## src/rtl/hwpe_stream_tcdm_load_buffer_pkg.sv

```systemverilog
// Shared types for the TCDM load buffer: the flags struct exported to
// the controller and a helper for the FIFO counter width.
package hwpe_stream_package;

    // Width of the occupancy field in the flags struct. It is fixed so the
    // struct stays a plain packed type; buffers deeper than 255 entries are
    // not expected.
    localparam int unsigned FLAGS_COUNT_W = 8;

    typedef struct packed {
        logic [FLAGS_COUNT_W-1:0] fifo_count;
        logic                     outstanding;
        logic                     empty;
        logic                     full;
        logic                     wr_err;
    } flags_tcdm_load_buffer_t;

    // Counter must represent 0..depth inclusive.
    function automatic int unsigned fifo_count_width(input int unsigned depth);
        return $clog2(depth + 1);
    endfunction

endpackage

```

## src/rtl/hwpe_stream_tcdm_load_buffer_if.sv

```systemverilog
// TCDM request/response port bundle. wen=1 is a load, wen=0 a store.
interface hwpe_stream_intf_tcdm #(
    parameter int unsigned DATA_WIDTH = 32
);

    logic                    req;
    logic                    gnt;
    logic [31:0]             add;
    logic                    wen;
    logic [DATA_WIDTH/8-1:0] be;
    logic [DATA_WIDTH-1:0]   data;
    logic [DATA_WIDTH-1:0]   r_data;
    logic                    r_valid;

    modport master (
        output req, add, wen, be, data,
        input  gnt, r_data, r_valid
    );

    modport slave (
        input  req, add, wen, be, data,
        output gnt, r_data, r_valid
    );

endinterface

```

## src/rtl/hwpe_stream_tcdm_load_buffer_fifo.sv

```systemverilog
// Response storage for the load buffer: circular buffer with registered
// count, synchronous active-high reset and clear. A push on a full buffer
// is only accepted together with a pop; a pop on empty is ignored.
module hwpe_stream_load_buffer_fifo #(
    parameter int unsigned DEPTH = 4,
    parameter int unsigned WIDTH = 32,
    parameter int unsigned CNT_W = $clog2(DEPTH + 1)
) (
    input  logic             clk_i,
    input  logic             rst_i,
    input  logic             clear_i,
    input  logic             push_i,
    input  logic [WIDTH-1:0] data_i,
    input  logic             pop_i,
    output logic [WIDTH-1:0] data_o,
    output logic [CNT_W-1:0] count_o,
    output logic             empty_o,
    output logic             full_o
);

    localparam int unsigned PTR_W = (DEPTH > 1) ? $clog2(DEPTH) : 1;

    logic [DEPTH-1:0][WIDTH-1:0] mem_q;
    logic [PTR_W-1:0]            wr_ptr_q, rd_ptr_q;
    logic [CNT_W-1:0]            count_q;
    logic                        do_push, do_pop;

    function automatic logic [PTR_W-1:0] ptr_next(input logic [PTR_W-1:0] p);
        return (p == PTR_W'(DEPTH - 1)) ? '0 : p + PTR_W'(1);
    endfunction

    assign empty_o = (count_q == '0);
    assign full_o  = (count_q == CNT_W'(DEPTH));
    assign do_pop  = pop_i & ~empty_o;
    assign do_push = push_i & (~full_o | do_pop);
    assign data_o  = mem_q[rd_ptr_q];
    assign count_o = count_q;

    // Storage array: data is qualified by the count, so no reset needed.
    always_ff @(posedge clk_i) begin
        if (do_push) begin
            mem_q[wr_ptr_q] <= data_i;
        end
    end

    // Pointers and occupancy; push+pop together keeps the count.
    always_ff @(posedge clk_i) begin
        if (rst_i || clear_i) begin
            wr_ptr_q <= '0;
            rd_ptr_q <= '0;
            count_q  <= '0;
        end else begin
            if (do_push) wr_ptr_q <= ptr_next(wr_ptr_q);
            if (do_pop)  rd_ptr_q <= ptr_next(rd_ptr_q);
            unique case ({do_push, do_pop})
                2'b10:   count_q <= count_q + CNT_W'(1);
                2'b01:   count_q <= count_q - CNT_W'(1);
                default: count_q <= count_q;
            endcase
        end
    end

endmodule

```

## src/rtl/hwpe_stream_tcdm_load_buffer.sv

```systemverilog
// Load buffer between a stream source and the TCDM interconnect. Loads are
// forwarded only while a response slot is guaranteed (outstanding + stored
// < FIFO_DEPTH), so the consumer may stall without losing responses.
// Optional macro HWPE_STREAM_LOAD_BUFFER_FALLTHROUGH_EN lets a response
// bypass the empty buffer when the consumer is ready.
module hwpe_stream_tcdm_load_buffer
    import hwpe_stream_package::*;
#(
    parameter int unsigned FIFO_DEPTH = 4,
    parameter int unsigned DATA_WIDTH = 32
) (
    input  logic                    clk_i,
    input  logic                    rst_i,
    input  logic                    clear_i,
    hwpe_stream_intf_tcdm.slave     tcdm_slave,
    hwpe_stream_intf_tcdm.master    tcdm_master,
    input  logic                    ready_i,
    output flags_tcdm_load_buffer_t flags_o
);

    localparam int unsigned CNT_W = fifo_count_width(FIFO_DEPTH);

    logic [CNT_W-1:0]      fifo_count;
    logic                  fifo_empty, fifo_full, fifo_push, fifo_pop;
    logic [DATA_WIDTH-1:0] fifo_head;
    logic [CNT_W:0]        occupancy;
    logic                  credit, load_req, resp_valid, bypass;
    logic                  outstanding_q, wr_err_q, drop_q;
    logic                  unused_slave_data;

    // Credit uses registered state only, so ready_i never reaches master req.
    assign occupancy = {1'b0, fifo_count} + {{CNT_W{1'b0}}, outstanding_q};
    assign credit    = (occupancy < (CNT_W+1)'(FIFO_DEPTH));

    // Stores are never forwarded; they only raise the error flag.
    assign load_req = tcdm_slave.req & tcdm_slave.wen;

    assign tcdm_master.req  = load_req & credit & ~rst_i & ~clear_i;
    assign tcdm_master.add  = tcdm_slave.add;
    assign tcdm_master.be   = tcdm_slave.be;
    assign tcdm_master.wen  = 1'b1;
    assign tcdm_master.data = '0;
    assign tcdm_slave.gnt   = tcdm_master.req & tcdm_master.gnt;

    assign unused_slave_data = ^tcdm_slave.data;

    // Responses in a reset/clear cycle, or the one right after, belong to
    // requests that were flushed and are discarded.
    assign resp_valid = tcdm_master.r_valid & ~drop_q & ~rst_i & ~clear_i;

`ifdef HWPE_STREAM_LOAD_BUFFER_FALLTHROUGH_EN
    assign bypass             = fifo_empty & ready_i & resp_valid;
    assign tcdm_slave.r_valid = fifo_empty ? (ready_i & resp_valid) : 1'b1;
    assign tcdm_slave.r_data  = fifo_empty ? tcdm_master.r_data : fifo_head;
`else
    assign bypass             = 1'b0;
    assign tcdm_slave.r_valid = ~fifo_empty;
    assign tcdm_slave.r_data  = fifo_head;
`endif

    assign fifo_push = resp_valid & ~bypass;
    assign fifo_pop  = ~fifo_empty & ready_i;

    hwpe_stream_load_buffer_fifo #(
        .DEPTH (FIFO_DEPTH),
        .WIDTH (DATA_WIDTH),
        .CNT_W (CNT_W)
    ) i_fifo (
        .clk_i   (clk_i),
        .rst_i   (rst_i),
        .clear_i (clear_i),
        .push_i  (fifo_push),
        .data_i  (tcdm_master.r_data),
        .pop_i   (fifo_pop),
        .data_o  (fifo_head),
        .count_o (fifo_count),
        .empty_o (fifo_empty),
        .full_o  (fifo_full)
    );

    // Outstanding request tracking, sticky store error, late-response drop.
    always_ff @(posedge clk_i) begin
        if (rst_i || clear_i) begin
            outstanding_q <= 1'b0;
            wr_err_q      <= 1'b0;
            drop_q        <= 1'b1;
        end else begin
            drop_q <= 1'b0;
            if (tcdm_master.req && tcdm_master.gnt) begin
                outstanding_q <= 1'b1;
            end else if (tcdm_master.r_valid) begin
                outstanding_q <= 1'b0;
            end
            if (tcdm_slave.req && !tcdm_slave.wen) begin
                wr_err_q <= 1'b1;
            end
        end
    end

    // Flags are decoded purely from registered state.
    always_comb begin
        flags_o             = '0;
        flags_o.fifo_count  = FLAGS_COUNT_W'(fifo_count);
        flags_o.outstanding = outstanding_q;
        flags_o.empty       = fifo_empty;
        flags_o.full        = fifo_full;
        flags_o.wr_err      = wr_err_q;
    end

endmodule

```

## src/flat_wrapper.sv

```systemverilog
// flat-port wrapper written by rule: the top's interface ports become plain ports
module hwpe_stream_tcdm_load_buffer_flat import hwpe_stream_package::*;
#(
    parameter int unsigned FIFO_DEPTH = 4,
    parameter int unsigned DATA_WIDTH = 32
)
  (clk_i, rst_i, clear_i, ready_i, flags_o, tcdm_slave_req, tcdm_slave_add, tcdm_slave_wen, tcdm_slave_be, tcdm_slave_data, tcdm_slave_gnt, tcdm_slave_r_data, tcdm_slave_r_valid, tcdm_master_req, tcdm_master_add, tcdm_master_wen, tcdm_master_be, tcdm_master_data, tcdm_master_gnt, tcdm_master_r_data, tcdm_master_r_valid);
  hwpe_stream_intf_tcdm #(.DATA_WIDTH(DATA_WIDTH)) tcdm_slave_i ();
  hwpe_stream_intf_tcdm #(.DATA_WIDTH(DATA_WIDTH)) tcdm_master_i ();
  input  logic clk_i;
  input  logic rst_i;
  input  logic clear_i;
  input  logic ready_i;
  output flags_tcdm_load_buffer_t flags_o;
  input wire logic [$bits(tcdm_slave_i.req)-1:0] tcdm_slave_req;
  input wire logic [$bits(tcdm_slave_i.add)-1:0] tcdm_slave_add;
  input wire logic [$bits(tcdm_slave_i.wen)-1:0] tcdm_slave_wen;
  input wire logic [$bits(tcdm_slave_i.be)-1:0] tcdm_slave_be;
  input wire logic [$bits(tcdm_slave_i.data)-1:0] tcdm_slave_data;
  output wire logic [$bits(tcdm_slave_i.gnt)-1:0] tcdm_slave_gnt;
  output wire logic [$bits(tcdm_slave_i.r_data)-1:0] tcdm_slave_r_data;
  output wire logic [$bits(tcdm_slave_i.r_valid)-1:0] tcdm_slave_r_valid;
  output wire logic [$bits(tcdm_master_i.req)-1:0] tcdm_master_req;
  output wire logic [$bits(tcdm_master_i.add)-1:0] tcdm_master_add;
  output wire logic [$bits(tcdm_master_i.wen)-1:0] tcdm_master_wen;
  output wire logic [$bits(tcdm_master_i.be)-1:0] tcdm_master_be;
  output wire logic [$bits(tcdm_master_i.data)-1:0] tcdm_master_data;
  input wire logic [$bits(tcdm_master_i.gnt)-1:0] tcdm_master_gnt;
  input wire logic [$bits(tcdm_master_i.r_data)-1:0] tcdm_master_r_data;
  input wire logic [$bits(tcdm_master_i.r_valid)-1:0] tcdm_master_r_valid;
  assign tcdm_slave_i.req = tcdm_slave_req;
  assign tcdm_slave_i.add = tcdm_slave_add;
  assign tcdm_slave_i.wen = tcdm_slave_wen;
  assign tcdm_slave_i.be = tcdm_slave_be;
  assign tcdm_slave_i.data = tcdm_slave_data;
  assign tcdm_slave_gnt = tcdm_slave_i.gnt;
  assign tcdm_slave_r_data = tcdm_slave_i.r_data;
  assign tcdm_slave_r_valid = tcdm_slave_i.r_valid;
  assign tcdm_master_req = tcdm_master_i.req;
  assign tcdm_master_add = tcdm_master_i.add;
  assign tcdm_master_wen = tcdm_master_i.wen;
  assign tcdm_master_be = tcdm_master_i.be;
  assign tcdm_master_data = tcdm_master_i.data;
  assign tcdm_master_i.gnt = tcdm_master_gnt;
  assign tcdm_master_i.r_data = tcdm_master_r_data;
  assign tcdm_master_i.r_valid = tcdm_master_r_valid;
  hwpe_stream_tcdm_load_buffer #(.FIFO_DEPTH(FIFO_DEPTH), .DATA_WIDTH(DATA_WIDTH)) u_core (.clk_i(clk_i), .rst_i(rst_i), .clear_i(clear_i), .tcdm_slave(tcdm_slave_i), .tcdm_master(tcdm_master_i), .ready_i(ready_i), .flags_o(flags_o));
endmodule
```

## config.mk

```make
export PLATFORM = sky130hd
export DESIGN_NAME = hwpe_stream_tcdm_load_buffer_flat
export DESIGN_NICKNAME = d
export VERILOG_FILES = /design/src/rtl/hwpe_stream_tcdm_load_buffer_pkg.sv /design/src/rtl/hwpe_stream_tcdm_load_buffer_if.sv /design/src/rtl/hwpe_stream_tcdm_load_buffer_fifo.sv /design/src/rtl/hwpe_stream_tcdm_load_buffer.sv /design/src/flat_wrapper.sv
export SDC_FILE = /design/constraint.sdc
export NUM_CORES = 1
export LEC_CHECK = 0
export CORE_UTILIZATION = 42
export CTS_CLUSTER_DIAMETER = 60
export DETAILED_ROUTE_END_ITERATION = 12
export HOLD_SLACK_MARGIN = 0.05
export PLACE_DENSITY_LB_ADDON = 0.15
export SYNTH_ARGS = -nofsm -noshare
export SYNTH_HDL_FRONTEND = slang
export SYNTH_SLANG_ARGS = --single-unit
```

## constraint.sdc

```tcl
create_clock -name clk_i -period 3 [get_ports clk_i]
set_input_delay 0.45 -clock clk_i [delete_from_list [all_inputs] [get_ports clk_i]]
set_output_delay 0.45 -clock clk_i [all_outputs]
set_load 0.005 [all_outputs]
```

# Yosys cells after proc, flatten, opt, wreduce, memory -nomap -nowiden
# Cells that the tools add are included.
# W data, S select, Z words.
# totals
ff_bits	138
latch_bits	0
ram_bits	0
mem_bits_ro	0
inputBits	108
out_inout_bits	116
wordCells	60
mem_count	0
# classes
add_sub_neg	5
mul	0
div	0
n_lt_le_gt_ge	4
n_eq_ne	5
shifts	0
mux	11
bitwise	17
n_reduce_logical	8
# op_table
op	count
$bwmux W128	1
$bmux W32 S2	1
$demux W32 S2	1
$mux W32	2
$and A1 B1 Y1	11
$eq A2 B2 Y1 const B	3
$lt A2 B3 Y1 const B	2
$pmux W3 S2	1
$not A1 Y1	5
$add A2 B1 Y2 const B	2
$add A3 B1 Y4	1
$lt A4 B3 Y1 const B	1
$mux W2	2
$reduce_bool A2 Y1	2
$add A3 B1 Y3 const B	1
$eq A3 B3 Y1 const B	1
$logic_and A1 B1 Y1	3
$logic_not A3 Y1	1
$mux W1	3
$sub A3 B1 Y3 const B	1
$eq A2 B1 Y1 const B	1
$ge A2 B1 Y1 const B	1
$logic_not A1 Y1	1
$logic_or A1 B1 Y1	1
$or A1 B1 Y1	1

# Longest topological paths before layout
# Gate-level depths: netlist (run 1).
# logic_depth
ltp_word	8
ltp_mapped	9
mapped_depth_nobuf	9

# By module
# A second synthesis (run 1) with hierarchy kept.
# unflattened
hier_cells	321
hier_area_um2	5859.4
# modules_own_cells
module	instances	cells_each	area_each_um2	seq_area_each_um2
hwpe_stream_load_buffer_fifo	1	224	5106.1	3983.8
hwpe_stream_tcdm_load_buffer	1	97	753.2	60.1

# Worst setup path after synthesis (run 1)
# OpenSTA, ideal clock, no wires.
# synth_timing
path_kind	in2reg
from	input port clear_i
to	register u_core.i_fifo.mem_q[0] in the netlist's numbering, enable pin
setup_ps	392
arrival_ps	1750
t_required_ps	2608
setup_slack_ps	858
stages	3
path_buffers	1
cell_sequence	nor2_1 > clkbuf_1 > and3_1
# synth_via
elab_chain_cells	3
# synth_rtl
element	line	rtl
start: declaration	flat_wrapper.sv:12	input logic clear_i;
$not A1 Y1	hwpe_stream_tcdm_load_buffer.sv:49	assign resp_valid = tcdm_master.r_valid & ~drop_q & ~rst_i & ~clear_i;
$and A1 B1 Y1	hwpe_stream_tcdm_load_buffer.sv:49	
$and A1 B1 Y1	hwpe_stream_tcdm_load_buffer_fifo.sv:35	assign do_push = push_i & (~full_o | do_pop);
end signal: indexed assignment	hwpe_stream_tcdm_load_buffer_fifo.sv:42	mem_q[wr_ptr_q] <= data_i;
end: declaration	hwpe_stream_tcdm_load_buffer_fifo.sv:23	logic [DEPTH-1:0][WIDTH-1:0] mem_q;
# Every way passes these cells.
# A chain may end at the register's enable or synchronous reset.

# Worst setup path in the final report (run 1)
# layout_timing
from	register u_core.i_fifo.rd_ptr_q[0]
to	output port tcdm_slave_r_data[25]
# layout_via
elab_chain_cells	2
# layout_rtl
element	line	rtl
start: declaration	hwpe_stream_tcdm_load_buffer_fifo.sv:24	logic [PTR_W-1:0] wr_ptr_q, rd_ptr_q;
start signal: assignment	hwpe_stream_tcdm_load_buffer_fifo.sv:54	if (do_pop) rd_ptr_q <= ptr_next(rd_ptr_q);
$bmux W32 S2	hwpe_stream_tcdm_load_buffer_fifo.sv:36	assign data_o = mem_q[rd_ptr_q];
$mux W32 (not written as such)	hwpe_stream_tcdm_load_buffer_fifo.sv:36	
end: declaration	flat_wrapper.sv:21	output wire logic [$bits(tcdm_slave_i.r_data)-1:0] tcdm_slave_r_data;
# Every way passes these cells. The select of a mux whose other input is x is not followed.

==> results by group, run 1 <==
Place
  – Worst slack, placed: 0.185 ns
  – Port buffer count: 81
  – DPL Wire Length: 6.16 mm
  – RePlAce Congestion: 0.696

STA
  – Final WS setup: 0.174 ns
  – Slew Limit Fails: 0
  – F_max: 354 MHz
  – Unrepaired setup endpoints after global routing: no
  – Final setup TNS: 0 ns
  – Worst-Margin Slew: 0.715 ns
  – Relative slew slack: 52.4%
  – Clk_skew: 0.00774 ns
  – Crit share post-route: 94.2%
  – Final min period: 2.83 ns
  – Hold violation count in the final report: 0
  – # setup viols final: 0

Global route
  – First-pass GRT wire length: 15.3 mm
  – Gr ovfl total: 0
  – Initial antenna violation count: 0
  – Pin count of the biggest net entering global routing: 27
  – Vias in the first global route: 2844
  – GRT Util Overall: 14.7%

Pwr
  – Pwr dens: 626 nW/µm²
  – Lkg Pwr: 2.35 nW
  – Worst vdd ir: 0.000375 V

Critical path
  – Worst setup startpoint: u_core.i_fifo.rd_ptr_q[0]
  – Worst R2R Start: u_core.i_fifo.count_o[0]
  – Worst R2R Setup Slack: 0.63 ns
  – Worst Setup Start Kind: flop
  – Worst path bufs/invs: 2
  – Cells along the critical path: buf_4 > mux4_2 > clkdlybuf4s50_1
  – Critical path class: reg2out
  – Largest delay contributor family on the critical path: buffers and inverters
  – CP max stage delay: 0.68 ns
  – Setup crit end kind: output port
  – CP Data Arrival Time: 2.38 ns
  – Required time worst endpoint: 2.55 ns
  – R2R cell count: 9
  – Max FO, Critical Path: 16
  – R2R Path End: u_core.i_fifo.count_o[2]
  – Slowest-stage cell, CP: dfxtp_2

Routing
  – Post-Route WL: 9.79 mm
  – DRT Pass-1 Iters: 4
  – Via count: 2697
  – # DRC: 0
  – WL/cell: 17.4 µm
  – Drt initial violations: 243
  – Via density: 4.78
  – Post-DRT Antenna Nets: 0

Synthesis
  – Most common cell in the netlist: edfxtp_1
  – Synth top cells by count: edfxtp_1, buf_4, mux4_2
  – Yosys Warn Count: 0
  – Synth top area share: 66.3%
  – Post-Synthesis Cells: 317
  – Cell taking the most area after synthesis: edfxtp_1
  – Ranking of synthesized cells by area: edfxtp_1, mux4_2, buf_4
  – Number of synthesized flops with an enable pin: 128
  – Register area share after synthesis: 69.7%
  – Ys flop type: edfxtp_1
  – Synth Cell Area: 5800 µm²
  – Syn Area/Cell: 18.3 µm²
  – Asr flop ratio synth: 0%
  – Yosys cell types: 29
  – Seq cells post-synth: 138

CTS
  – CTS tree: yes
  – Cts bufs inserted: 17
  – Worst-Skew Late Latency: 0.41 ns
  – Post-cts repair resize count: 0
  – CTS clk-pin slew, worst paths: 0.05 ns
  – CTS root buf: clkbuf_16
  – Clock sinks: 138
  – H-Tree Level Count: 4
  – Hold-fix buffer count after cts: 0
  – Post-CTS setup buffers: 0
  – CTS max path bufs: 2

Final layout
  – Share of layout cells above drive strength 1: 19.3%
  – Diode count: 0
  – Net count, final: 490
  – Area Growth Syn to Fin: 22.1%

Min path
  – Worst hold path depth: 2
  – Hold_sp: u_core.wr_err_q
  – Worst min-delay path category: reg2reg
  – Hold endpoint: u_core.wr_err_q

Status
  – Status: completed

Floorplan
  – Height of the die: 120 µm
  – Core Area: 13300 µm²
  – Starting Density: 43.4%
  – Row cnt: 42
  – Ports: 224
  – Die width: 120 µm
  – Die Area: 14300 µm²

Flow run
  – Max_cap viols: 0
==> tightest hold or removal path, cell delays in order, from the launching register on <==
cell and delay (ns):
dfxtp_1 0.33, a21oi_1 0.04, nor2_1 0.07
==> worst max path at each step <==
stage                                           to  depth (start not counted)
final                        tcdm_slave_r_data[25]                          3
after global routing         tcdm_slave_r_data[27]                          3
after CTS                    tcdm_slave_r_data[25]                          3
after detailed placement  u_core.i_fifo.count_o[2]                         10
after global placement    u_core.i_fifo.count_o[2]                         10
after floorplan             u_core.i_fifo.mem_q[0]                          3
==> area by class of cell <==
class	instances	area, µm²
Clock buffer	18	429
Multi-Input combinational cell	119	1210
Tap cell	176	220
Timing Repair Buffer	90	941
Inverter	9	33.8
Sequential cell	138	4050
Fill cell	1104	6270
Clock inverter	14	200
==> placed cells by master (no fill, tap or decap), drive strengths merged <==
cell and n:
a21oi 5, and3 5, buf 9, bufinv 5, clkbuf 18, clkdlybuf4s50 81, clkinv 8, clkinvlp 1
conb 38, dfxtp 10, edfxtp 128, fa 1, ha 6, inv 9, mux2i 1, mux4 32
nand2 6, nand2b 1, nand3 2, nand3b 1, nand4b 1, nor2 8, nor4b 1, o21ai 4
o31ai 1, or3 3, or4 1, xor2 2
==> where the power goes <==
part / internal [mW] / switching, mW
Sequential: 2.11 / 0.00282
Combinational: 0.0674 / 0.0529
Clock: 1.46 / 0.740
Total: 3.64 / 0.795
==> routing by layer <==
layer	share of wire, %	global-route usage [%]
met1	42	18.0
met2	48	22.9
met3	7.0	5.99
met4	2.6	6.56
met5	0	0
==> registers in the layout (all words and copies together), names as in the netlist <==
signal,cells
u_core.i_fifo.rd_ptr_q,2
u_core.i_fifo.mem_q,128
u_core.drop_q,1
u_core.i_fifo.wr_ptr_q,2
u_core.i_fifo.count_o,3
u_core.outstanding_q,1
u_core.wr_err_q,1
==> cells by family after synthesis <==
group | Yosys count | synth area share [%]
flops | 138 | 69.7
buf+inv | 96 | 11.8
mux | 33 | 12.7
simple gates | 29 | 2.72
compound gates | 10 | 0.971
fa+ha+maj | 7 | 1.64
other cells | 2 | 0.129
xor+xnor | 2 | 0.302
==> stage by stage <==
| stage | util [%] | cell area, µm² | power [mW] | hold WS [ns] | instances |
|---|---|---|---|---|---|
| floorplan | - | 5930 | 2.26 | 0.438 | 353 |
| global route | 53.0 | 7080 | 4.58 | 0.519 | 564 |
| CTS | 53.0 | 7080 | 4.48 | 0.491 | 564 |
| detailed placement | 48.3 | 6450 | 2.27 | 0.476 | 532 |
| finish | 53.0 | 7080 | 4.43 | 0.489 | 564 |
| global placement | 48.3 | 6450 | 2.27 | 0.470 | 532 |
Power figures use the tool's default switching activity.
==> inputs of run 2 (changes only) <==
Settings changed: ABC_CLOCK_PERIOD_IN_PS set to 3000.
==> results of run 2 <==
Final layout, timing and power as in run 1 (identical DEF).
